File: src/rtl/mc_ctrl_if.sv
// Control bundle between the multi-cycle MIPS main controller (master) and the datapath (slave).
// Carries the IR opcode and ALU zero flag in; enables, mux selects and debug/status out.
interface mc_ctrl_if #(
  parameter int CNT_W = 16
);
  logic [5:0]       opcode;
  logic             zero;
  logic             pcwrite;
  logic             pcwritecond;
  logic             pc_en;
  logic             iord;
  logic             memread;
  logic             memwrite;
  logic             irwrite;
  logic             memtoreg;
  logic             regdst;
  logic             regwrite;
  logic             alusrca;
  logic [1:0]       alusrcb;
  logic [1:0]       aluctr;
  logic [1:0]       pcsource;
  logic [3:0]       state;
  logic             illegal_op;
  logic [CNT_W-1:0] instret;

  modport master (
    input  opcode, zero,
    output pcwrite, pcwritecond, pc_en, iord, memread, memwrite, irwrite,
           memtoreg, regdst, regwrite, alusrca, alusrcb, aluctr, pcsource,
           state, illegal_op, instret
  );

  modport slave (
    output opcode, zero,
    input  pcwrite, pcwritecond, pc_en, iord, memread, memwrite, irwrite,
           memtoreg, regdst, regwrite, alusrca, alusrcb, aluctr, pcsource,
           state, illegal_op, instret
  );
endinterface

File: src/rtl/mc_ctrl.sv
// Multi-cycle MIPS main control FSM: Moore decode of datapath controls plus retired-instruction counter.
// Optional addi support (IMMEX/IMMWB states) is enabled by defining MC_CTRL_ADDI_EN.
module mc_ctrl #(
  parameter int CNT_W = 16
) (
  input  logic      clk,
  input  logic      rst_n,
  mc_ctrl_if.master bus
);

  typedef enum logic [3:0] {
    FETCH  = 4'd0,
    DECODE = 4'd1,
    MEMADR = 4'd2,
    MEMRD  = 4'd3,
    MEMWB  = 4'd4,
    MEMWR  = 4'd5,
    EXEC   = 4'd6,
    RWB    = 4'd7,
    BRANCH = 4'd8,
    JUMP   = 4'd9,
    IMMEX  = 4'd10,
    IMMWB  = 4'd11
  } state_t;

  localparam logic [5:0] OP_RTYPE = 6'b000000;
  localparam logic [5:0] OP_J     = 6'b000010;
  localparam logic [5:0] OP_BEQ   = 6'b000100;
  localparam logic [5:0] OP_LW    = 6'b100011;
  localparam logic [5:0] OP_SW    = 6'b101011;
`ifdef MC_CTRL_ADDI_EN
  localparam logic [5:0] OP_ADDI  = 6'b001000;
`endif

  state_t           state_r;
  state_t           state_nxt;
  logic             illegal_r;
  logic             illegal_nxt;
  logic             retire;
  logic [CNT_W-1:0] instret_r;

  always_ff @(posedge clk) begin
    if (!rst_n) begin
      state_r   <= FETCH;
      illegal_r <= 1'b0;
      instret_r <= '0;
    end else begin
      state_r   <= state_nxt;
      illegal_r <= illegal_nxt;
      if (retire) begin
        instret_r <= instret_r + CNT_W'(1);
      end
    end
  end

  // Next state; retire marks the last state of every legal instruction
  always_comb begin
    state_nxt   = FETCH;
    illegal_nxt = 1'b0;
    retire      = 1'b0;
    case (state_r)
      FETCH:  state_nxt = DECODE;
      DECODE: begin
        case (bus.opcode)
          OP_LW, OP_SW: state_nxt = MEMADR;
          OP_RTYPE:     state_nxt = EXEC;
          OP_BEQ:       state_nxt = BRANCH;
          OP_J:         state_nxt = JUMP;
`ifdef MC_CTRL_ADDI_EN
          OP_ADDI:      state_nxt = IMMEX;
`endif
          default:      illegal_nxt = 1'b1;
        endcase
      end
      MEMADR: state_nxt = (bus.opcode == OP_LW) ? MEMRD : MEMWR;
      MEMRD:  state_nxt = MEMWB;
      EXEC:   state_nxt = RWB;
      MEMWB, MEMWR, RWB, BRANCH, JUMP: retire = 1'b1;
`ifdef MC_CTRL_ADDI_EN
      IMMEX:  state_nxt = IMMWB;
      IMMWB:  retire = 1'b1;
`endif
      default: ;
    endcase
  end

  // Moore output decode; unused state codes leave every control at 0
  always_comb begin
    bus.pcwrite     = 1'b0;
    bus.pcwritecond = 1'b0;
    bus.iord        = 1'b0;
    bus.memread     = 1'b0;
    bus.memwrite    = 1'b0;
    bus.irwrite     = 1'b0;
    bus.memtoreg    = 1'b0;
    bus.regdst      = 1'b0;
    bus.regwrite    = 1'b0;
    bus.alusrca     = 1'b0;
    bus.alusrcb     = 2'b00;
    bus.aluctr      = 2'b00;
    bus.pcsource    = 2'b00;
    case (state_r)
      FETCH: begin
        bus.memread = 1'b1;
        bus.irwrite = 1'b1;
        bus.pcwrite = 1'b1;
        bus.alusrcb = 2'b01;
      end
      DECODE: bus.alusrcb = 2'b11;
      MEMADR: begin
        bus.alusrca = 1'b1;
        bus.alusrcb = 2'b10;
      end
      MEMRD: begin
        bus.memread = 1'b1;
        bus.iord    = 1'b1;
      end
      MEMWB: begin
        bus.regwrite = 1'b1;
        bus.memtoreg = 1'b1;
      end
      MEMWR: begin
        bus.memwrite = 1'b1;
        bus.iord     = 1'b1;
      end
      EXEC: begin
        bus.alusrca = 1'b1;
        bus.aluctr  = 2'b10;
      end
      RWB: begin
        bus.regwrite = 1'b1;
        bus.regdst   = 1'b1;
      end
      BRANCH: begin
        bus.alusrca     = 1'b1;
        bus.aluctr      = 2'b01;
        bus.pcwritecond = 1'b1;
        bus.pcsource    = 2'b01;
      end
      JUMP: begin
        bus.pcwrite  = 1'b1;
        bus.pcsource = 2'b10;
      end
`ifdef MC_CTRL_ADDI_EN
      IMMEX: begin
        bus.alusrca = 1'b1;
        bus.alusrcb = 2'b10;
      end
      IMMWB: bus.regwrite = 1'b1;
`endif
      default: ;
    endcase
  end

  assign bus.pc_en      = bus.pcwrite | (bus.pcwritecond & bus.zero);
  assign bus.state      = state_r;
  assign bus.illegal_op = illegal_r;
  assign bus.instret    = instret_r;

endmodule

File: src/flat_wrapper.sv
// flat-port wrapper written by rule: the top's interface ports become plain ports
module mc_ctrl_flat 
#(
  parameter int CNT_W = 16
)
  (clk, rst_n, bus_opcode, bus_zero, bus_pcwrite, bus_pcwritecond, bus_pc_en, bus_iord, bus_memread, bus_memwrite, bus_irwrite, bus_memtoreg, bus_regdst, bus_regwrite, bus_alusrca, bus_alusrcb, bus_aluctr, bus_pcsource, bus_state, bus_illegal_op, bus_instret);
  mc_ctrl_if #(.CNT_W(CNT_W)) bus_i ();
  input  logic clk;
  input  logic rst_n;
  input wire logic [$bits(bus_i.opcode)-1:0] bus_opcode;
  input wire logic [$bits(bus_i.zero)-1:0] bus_zero;
  output wire logic [$bits(bus_i.pcwrite)-1:0] bus_pcwrite;
  output wire logic [$bits(bus_i.pcwritecond)-1:0] bus_pcwritecond;
  output wire logic [$bits(bus_i.pc_en)-1:0] bus_pc_en;
  output wire logic [$bits(bus_i.iord)-1:0] bus_iord;
  output wire logic [$bits(bus_i.memread)-1:0] bus_memread;
  output wire logic [$bits(bus_i.memwrite)-1:0] bus_memwrite;
  output wire logic [$bits(bus_i.irwrite)-1:0] bus_irwrite;
  output wire logic [$bits(bus_i.memtoreg)-1:0] bus_memtoreg;
  output wire logic [$bits(bus_i.regdst)-1:0] bus_regdst;
  output wire logic [$bits(bus_i.regwrite)-1:0] bus_regwrite;
  output wire logic [$bits(bus_i.alusrca)-1:0] bus_alusrca;
  output wire logic [$bits(bus_i.alusrcb)-1:0] bus_alusrcb;
  output wire logic [$bits(bus_i.aluctr)-1:0] bus_aluctr;
  output wire logic [$bits(bus_i.pcsource)-1:0] bus_pcsource;
  output wire logic [$bits(bus_i.state)-1:0] bus_state;
  output wire logic [$bits(bus_i.illegal_op)-1:0] bus_illegal_op;
  output wire logic [$bits(bus_i.instret)-1:0] bus_instret;
  assign bus_i.opcode = bus_opcode;
  assign bus_i.zero = bus_zero;
  assign bus_pcwrite = bus_i.pcwrite;
  assign bus_pcwritecond = bus_i.pcwritecond;
  assign bus_pc_en = bus_i.pc_en;
  assign bus_iord = bus_i.iord;
  assign bus_memread = bus_i.memread;
  assign bus_memwrite = bus_i.memwrite;
  assign bus_irwrite = bus_i.irwrite;
  assign bus_memtoreg = bus_i.memtoreg;
  assign bus_regdst = bus_i.regdst;
  assign bus_regwrite = bus_i.regwrite;
  assign bus_alusrca = bus_i.alusrca;
  assign bus_alusrcb = bus_i.alusrcb;
  assign bus_aluctr = bus_i.aluctr;
  assign bus_pcsource = bus_i.pcsource;
  assign bus_state = bus_i.state;
  assign bus_illegal_op = bus_i.illegal_op;
  assign bus_instret = bus_i.instret;
  mc_ctrl #(.CNT_W(CNT_W)) u_core (.clk(clk), .rst_n(rst_n), .bus(bus_i));
endmodule
File: config.mk
export PLATFORM = sky130hd
export DESIGN_NAME = mc_ctrl_flat
export DESIGN_NICKNAME = d
export VERILOG_FILES = /design/src/rtl/mc_ctrl_if.sv /design/src/rtl/mc_ctrl.sv /design/src/flat_wrapper.sv
export SDC_FILE = /design/constraint.sdc
export NUM_CORES = 1
export LEC_CHECK = 0
export CAP_MARGIN = 10
export CELL_PAD_IN_SITES_DETAIL_PLACEMENT = 1
export CELL_PAD_IN_SITES_GLOBAL_PLACEMENT = 2
export CORE_ASPECT_RATIO = 0.8
export CORE_MARGIN = 8
export CORE_UTILIZATION = 26
export DETAILED_ROUTE_END_ITERATION = 6
export PLACE_DENSITY = 0.89
export SLEW_MARGIN = 20
export SYNTH_ARGS = -nofsm -noshare
export SYNTH_HDL_FRONTEND = slang
export SYNTH_SLANG_ARGS = --single-unit
File: constraint.sdc
create_clock -name clk -period 3.7 [get_ports clk]
set_input_delay 0.74 -clock clk [delete_from_list [all_inputs] [get_ports clk]]
set_output_delay 0.74 -clock clk [all_outputs]
set_load 0.05 [all_outputs]
==> run_summary.xml <==
<?xml version="1.0" encoding="UTF-8"?>
<metrics>
  <group name="grt">
    <metric name="first_pass_grt_wire_length" unit="um">6370</metric>
    <metric name="grt_max_degree" unit="">29</metric>
    <metric name="global_route_congestion_overflow_total" unit="">0</metric>
    <metric name="grt_util_all_layers" unit="">0.106</metric>
    <metric name="grt_pass1_vias" unit="">1308</metric>
    <metric name="grt_antenna_before_repair" unit="">0</metric>
  </group>
  <group name="synthesis">
    <metric name="yosys_most_used_dff" unit="">sky130_fd_sc_hd__dfxtp_1</metric>
    <metric name="synthesis.instances" unit="">151</metric>
    <metric name="mappedNetlistNets" unit="">161</metric>
    <metric name="post_synth_instance_area" unit="um2">1230</metric>
    <metric name="synth_cell_type_count" unit="">40</metric>
    <metric name="netlist_top_cells_area" unit="">sky130_fd_sc_hd__dfxtp_1 (34%), sky130_fd_sc_hd__a21oi_1 (5.7%), sky130_fd_sc_hd__or4_1 (5.5%)</metric>
    <metric name="yosys_warnings" unit="">0</metric>
    <metric name="synth_edf_count" unit="">0</metric>
    <metric name="syn_area_per_cell" unit="um2">8.17</metric>
    <metric name="postSynthRegisterBits" unit="">21</metric>
    <metric name="yosys.area.top_type_share" unit="">0.341</metric>
    <metric name="async_flop_share" unit="">0</metric>
    <metric name="synth.yosys.seq_area_share" unit="">0.341</metric>
    <metric name="synth_area_leader_cell" unit="">sky130_fd_sc_hd__dfxtp_1</metric>
  </group>
  <group name="worst_setup_path">
    <metric name="worst_ep_arrival_time" unit="ps">2400</metric>
    <metric name="crit_type" unit="">register to output port</metric>
    <metric name="critical_path_required" unit="ps">2960</metric>
    <metric name="cp_max_fo" unit="">16</metric>
    <metric name="critPathLaunchType" unit="">register</metric>
    <metric name="timing.critical_path.to_type" unit="">output port</metric>
  </group>
  <group name="flow_run">
    <metric name="cap_viol_max_count" unit="">0</metric>
  </group>
  <group name="clock_network">
    <metric name="clockBufferDepth" unit="">2</metric>
    <metric name="clock_latency" unit="ps">260</metric>
    <metric name="ctsHtreeMaxLevel" unit="">1</metric>
    <metric name="tritoncts.num_buffers" unit="">3</metric>
    <metric name="post_cts_buffers" unit="">0</metric>
    <metric name="clock-sinks" unit="">21</metric>
    <metric name="cts_tree" unit="">yes</metric>
    <metric name="postCtsHoldBufs" unit="">0</metric>
    <metric name="cts_root_buf" unit="">sky130_fd_sc_hd__clkbuf_8</metric>
    <metric name="cts.repair.resized" unit="">0</metric>
    <metric name="clkTransAtPathRegs" unit="ps">80</metric>
  </group>
  <group name="power_and_ir_drop">
    <metric name="power.density_cell_area" unit="nW/um2">258</metric>
    <metric name="total_power" unit="mW">0.458</metric>
    <metric name="vdd.ir_drop.worst" unit="mV">0.143</metric>
    <metric name="total_leakage_power" unit="nW">0.585</metric>
  </group>
  <group name="placement">
    <metric name="numPortBuffers" unit="">46</metric>
    <metric name="gp_congestion" unit="">0.696</metric>
    <metric name="detailed_place.area" unit="um2">1720</metric>
    <metric name="dp_hpwl" unit="um">2970</metric>
    <metric name="place_ws" unit="ps">761</metric>
  </group>
  <group name="floorplanning">
    <metric name="dieArea" unit="um2">7220</metric>
    <metric name="io-pin-count" unit="">47</metric>
    <metric name="die-height" unit="um">77.6</metric>
    <metric name="core_area" unit="um2">4570</metric>
    <metric name="fp_rows" unit="">22</metric>
    <metric name="chipWidth" unit="um">93.0</metric>
    <metric name="start_util" unit="">0.270</metric>
  </group>
  <group name="timing">
    <metric name="slew-limit-headroom" unit="">0.643</metric>
    <metric name="maxSlewViolCount" unit="">0</metric>
    <metric name="grt_setup_unrepaired" unit="">no</metric>
    <metric name="finalHoldViolCount" unit="">0</metric>
    <metric name="setup_violations" unit="">0</metric>
    <metric name="final_period_minus_worst_setup_slack" unit="ps">3140</metric>
    <metric name="max_freq" unit="MHz">319</metric>
    <metric name="totalNegativeSetupSlack" unit="ps">0</metric>
    <metric name="min_period_over_period" unit="">0.848</metric>
    <metric name="worst_case_clock_skew" unit="ps">1.54</metric>
    <metric name="final.setup.worst_slack" unit="ps">562</metric>
    <metric name="tightestPinTransition" unit="ps">535</metric>
  </group>
  <group name="final_layout">
    <metric name="antenna-diode-count" unit="">0</metric>
    <metric name="finish.instance_area" unit="um2">1770</metric>
    <metric name="synthToLayoutAreaGrowth" unit="%">43.8</metric>
    <metric name="multi_input_area" unit="um2">751</metric>
    <metric name="seqCellArea" unit="um2">420</metric>
    <metric name="layout_common_cells" unit="">sky130_fd_sc_hd__clkdlybuf4s50_1 (46), sky130_fd_sc_hd__dfxtp_1 (21), sky130_fd_sc_hd__a21oi_1 (14)</metric>
    <metric name="final_nets" unit="">202</metric>
    <metric name="drive_gt1_frac" unit="">0.0524</metric>
    <metric name="most_common_library_cell_in_the_layout_ignoring_fill_and_taps" unit="">sky130_fd_sc_hd__clkdlybuf4s50_1</metric>
    <metric name="fillCellCount" unit="">559</metric>
  </group>
  <group name="routing">
    <metric name="violation_count_after_the_first_detailed_routing_iteration" unit="">62</metric>
    <metric name="detail_route.vias_per_cell" unit="">5.31</metric>
    <metric name="dr.pass1.iters" unit="">4</metric>
    <metric name="detail_route.wl_per_cell" unit="um">15.7</metric>
    <metric name="vias" unit="">1334</metric>
    <metric name="drt-total-wl" unit="um">3940</metric>
    <metric name="ant_nets" unit="">0</metric>
    <metric name="drc" unit="">0</metric>
  </group>
  <group name="outcome">
    <metric name="outcome" unit="">finished, final reports clean</metric>
  </group>
  <group name="worst_hold_path">
    <metric name="hold_path_class" unit="">register to register</metric>
  </group>
</metrics>
==> routing by layer <==
metal  vias to the layer above  track usage  routed length [um]
met4                         0       0.0241                  26
met3                         2       0.0279                 166
met1                       657        0.129                1850
met2                        26        0.180                1890
li1                        649            -                   -
met5                         -            0                   0
==> logic make-up after synthesis <==
kind of cell    share of synthesized area
buf+inv                            0.0507
compound gates                      0.203
simple gates                        0.343
mux                                0.0243
xor+xnor                           0.0284
fa+ha+maj                          0.0101
flops                               0.341
==> report_power, final <==
group / switching, mW / internal (mW) / total, mW
combinational: 0.0468 / 0.0283 / 0.0751
sequential: 0.00476 / 0.228 / 0.232
clock: 0.0741 / 0.0766 / 0.151
total: 0.126 / 0.333 / 0.458
==> flip-flops by register name, indices dropped and copies added, names as in the netlist <==
register	count
u_core.bus.instret	16
u_core.bus.illegal_op	1
u_core.bus.state	4
==> cell usage after synthesis, types with 2 or more instances <==
master / instances
sky130_fd_sc_hd__mux2i_1: 3
sky130_fd_sc_hd__o31ai_1: 8
sky130_fd_sc_hd__o21ai_0: 3
sky130_fd_sc_hd__o311ai_1: 2
sky130_fd_sc_hd__nor3_1: 7
sky130_fd_sc_hd__or3_1: 3
sky130_fd_sc_hd__nand3_1: 6
sky130_fd_sc_hd__dfxtp_1: 21
sky130_fd_sc_hd__and4_1: 2
sky130_fd_sc_hd__a21o_1: 2
sky130_fd_sc_hd__nand2b_1: 8
sky130_fd_sc_hd__o41ai_1: 2
sky130_fd_sc_hd__nand4_1: 3
sky130_fd_sc_hd__and3_1: 2
sky130_fd_sc_hd__buf_2: 2
sky130_fd_sc_hd__xor2_1: 2
sky130_fd_sc_hd__nor4_1: 4
sky130_fd_sc_hd__xnor2_1: 2
sky130_fd_sc_hd__nand2_1: 9
sky130_fd_sc_hd__inv_1: 2
sky130_fd_sc_hd__or4_1: 9
sky130_fd_sc_hd__a21oi_1: 14
sky130_fd_sc_hd__nor2_1: 11
sky130_fd_sc_hd__clkbuf_1: 7
sky130_fd_sc_hd__buf_4: 2
==> worst paths after layout <==
check	from	to	slack [ps]	cells past startpoint
worst max-delay path	u_core.bus.state[3]$_SDFF_PN0_	bus_pc_en	560	4
worst min-delay path	u_core.bus.instret[15]$_SDFFE_PN0P_	u_core.bus.instret[15]$_SDFFE_PN0P_	490	2
worst max register to register	u_core.bus.state[2]$_SDFF_PN0_	u_core.bus.instret[14]$_SDFFE_PN0P_	1590	5
worst min register to register	u_core.bus.instret[15]$_SDFFE_PN0P_	u_core.bus.instret[15]$_SDFFE_PN0P_	490	2
==> worst max-delay path, stage by stage, from the launching register on <==
cell and delay (ps):
sky130_fd_sc_hd__dfxtp_1 650, sky130_fd_sc_hd__nand2b_1 180, sky130_fd_sc_hd__nor3_1 330, sky130_fd_sc_hd__a21o_1 170
sky130_fd_sc_hd__clkdlybuf4s50_1 800
==> stage by stage <==
stage	utilization	hold WS, ps	instances
finish	0.388	490	251
global route	0.388	531	251
CTS	0.386	499	250
detailed placement	0.376	481	246
global placement	0.376	457	246
floorplan	-	675	151
==> area by class of cell <==
class / count / share of cell area
Multi-Input combinational cell: 116 / 0.423
Timing Repair Buffer: 47 / 0.266
Sequential cell: 21 / 0.237
Tap cell: 60 / 0.0423
Clock buffer: 4 / 0.0254
Inverter: 3 / 0.00635
Note: power is estimated with default switching activity, not from simulation.
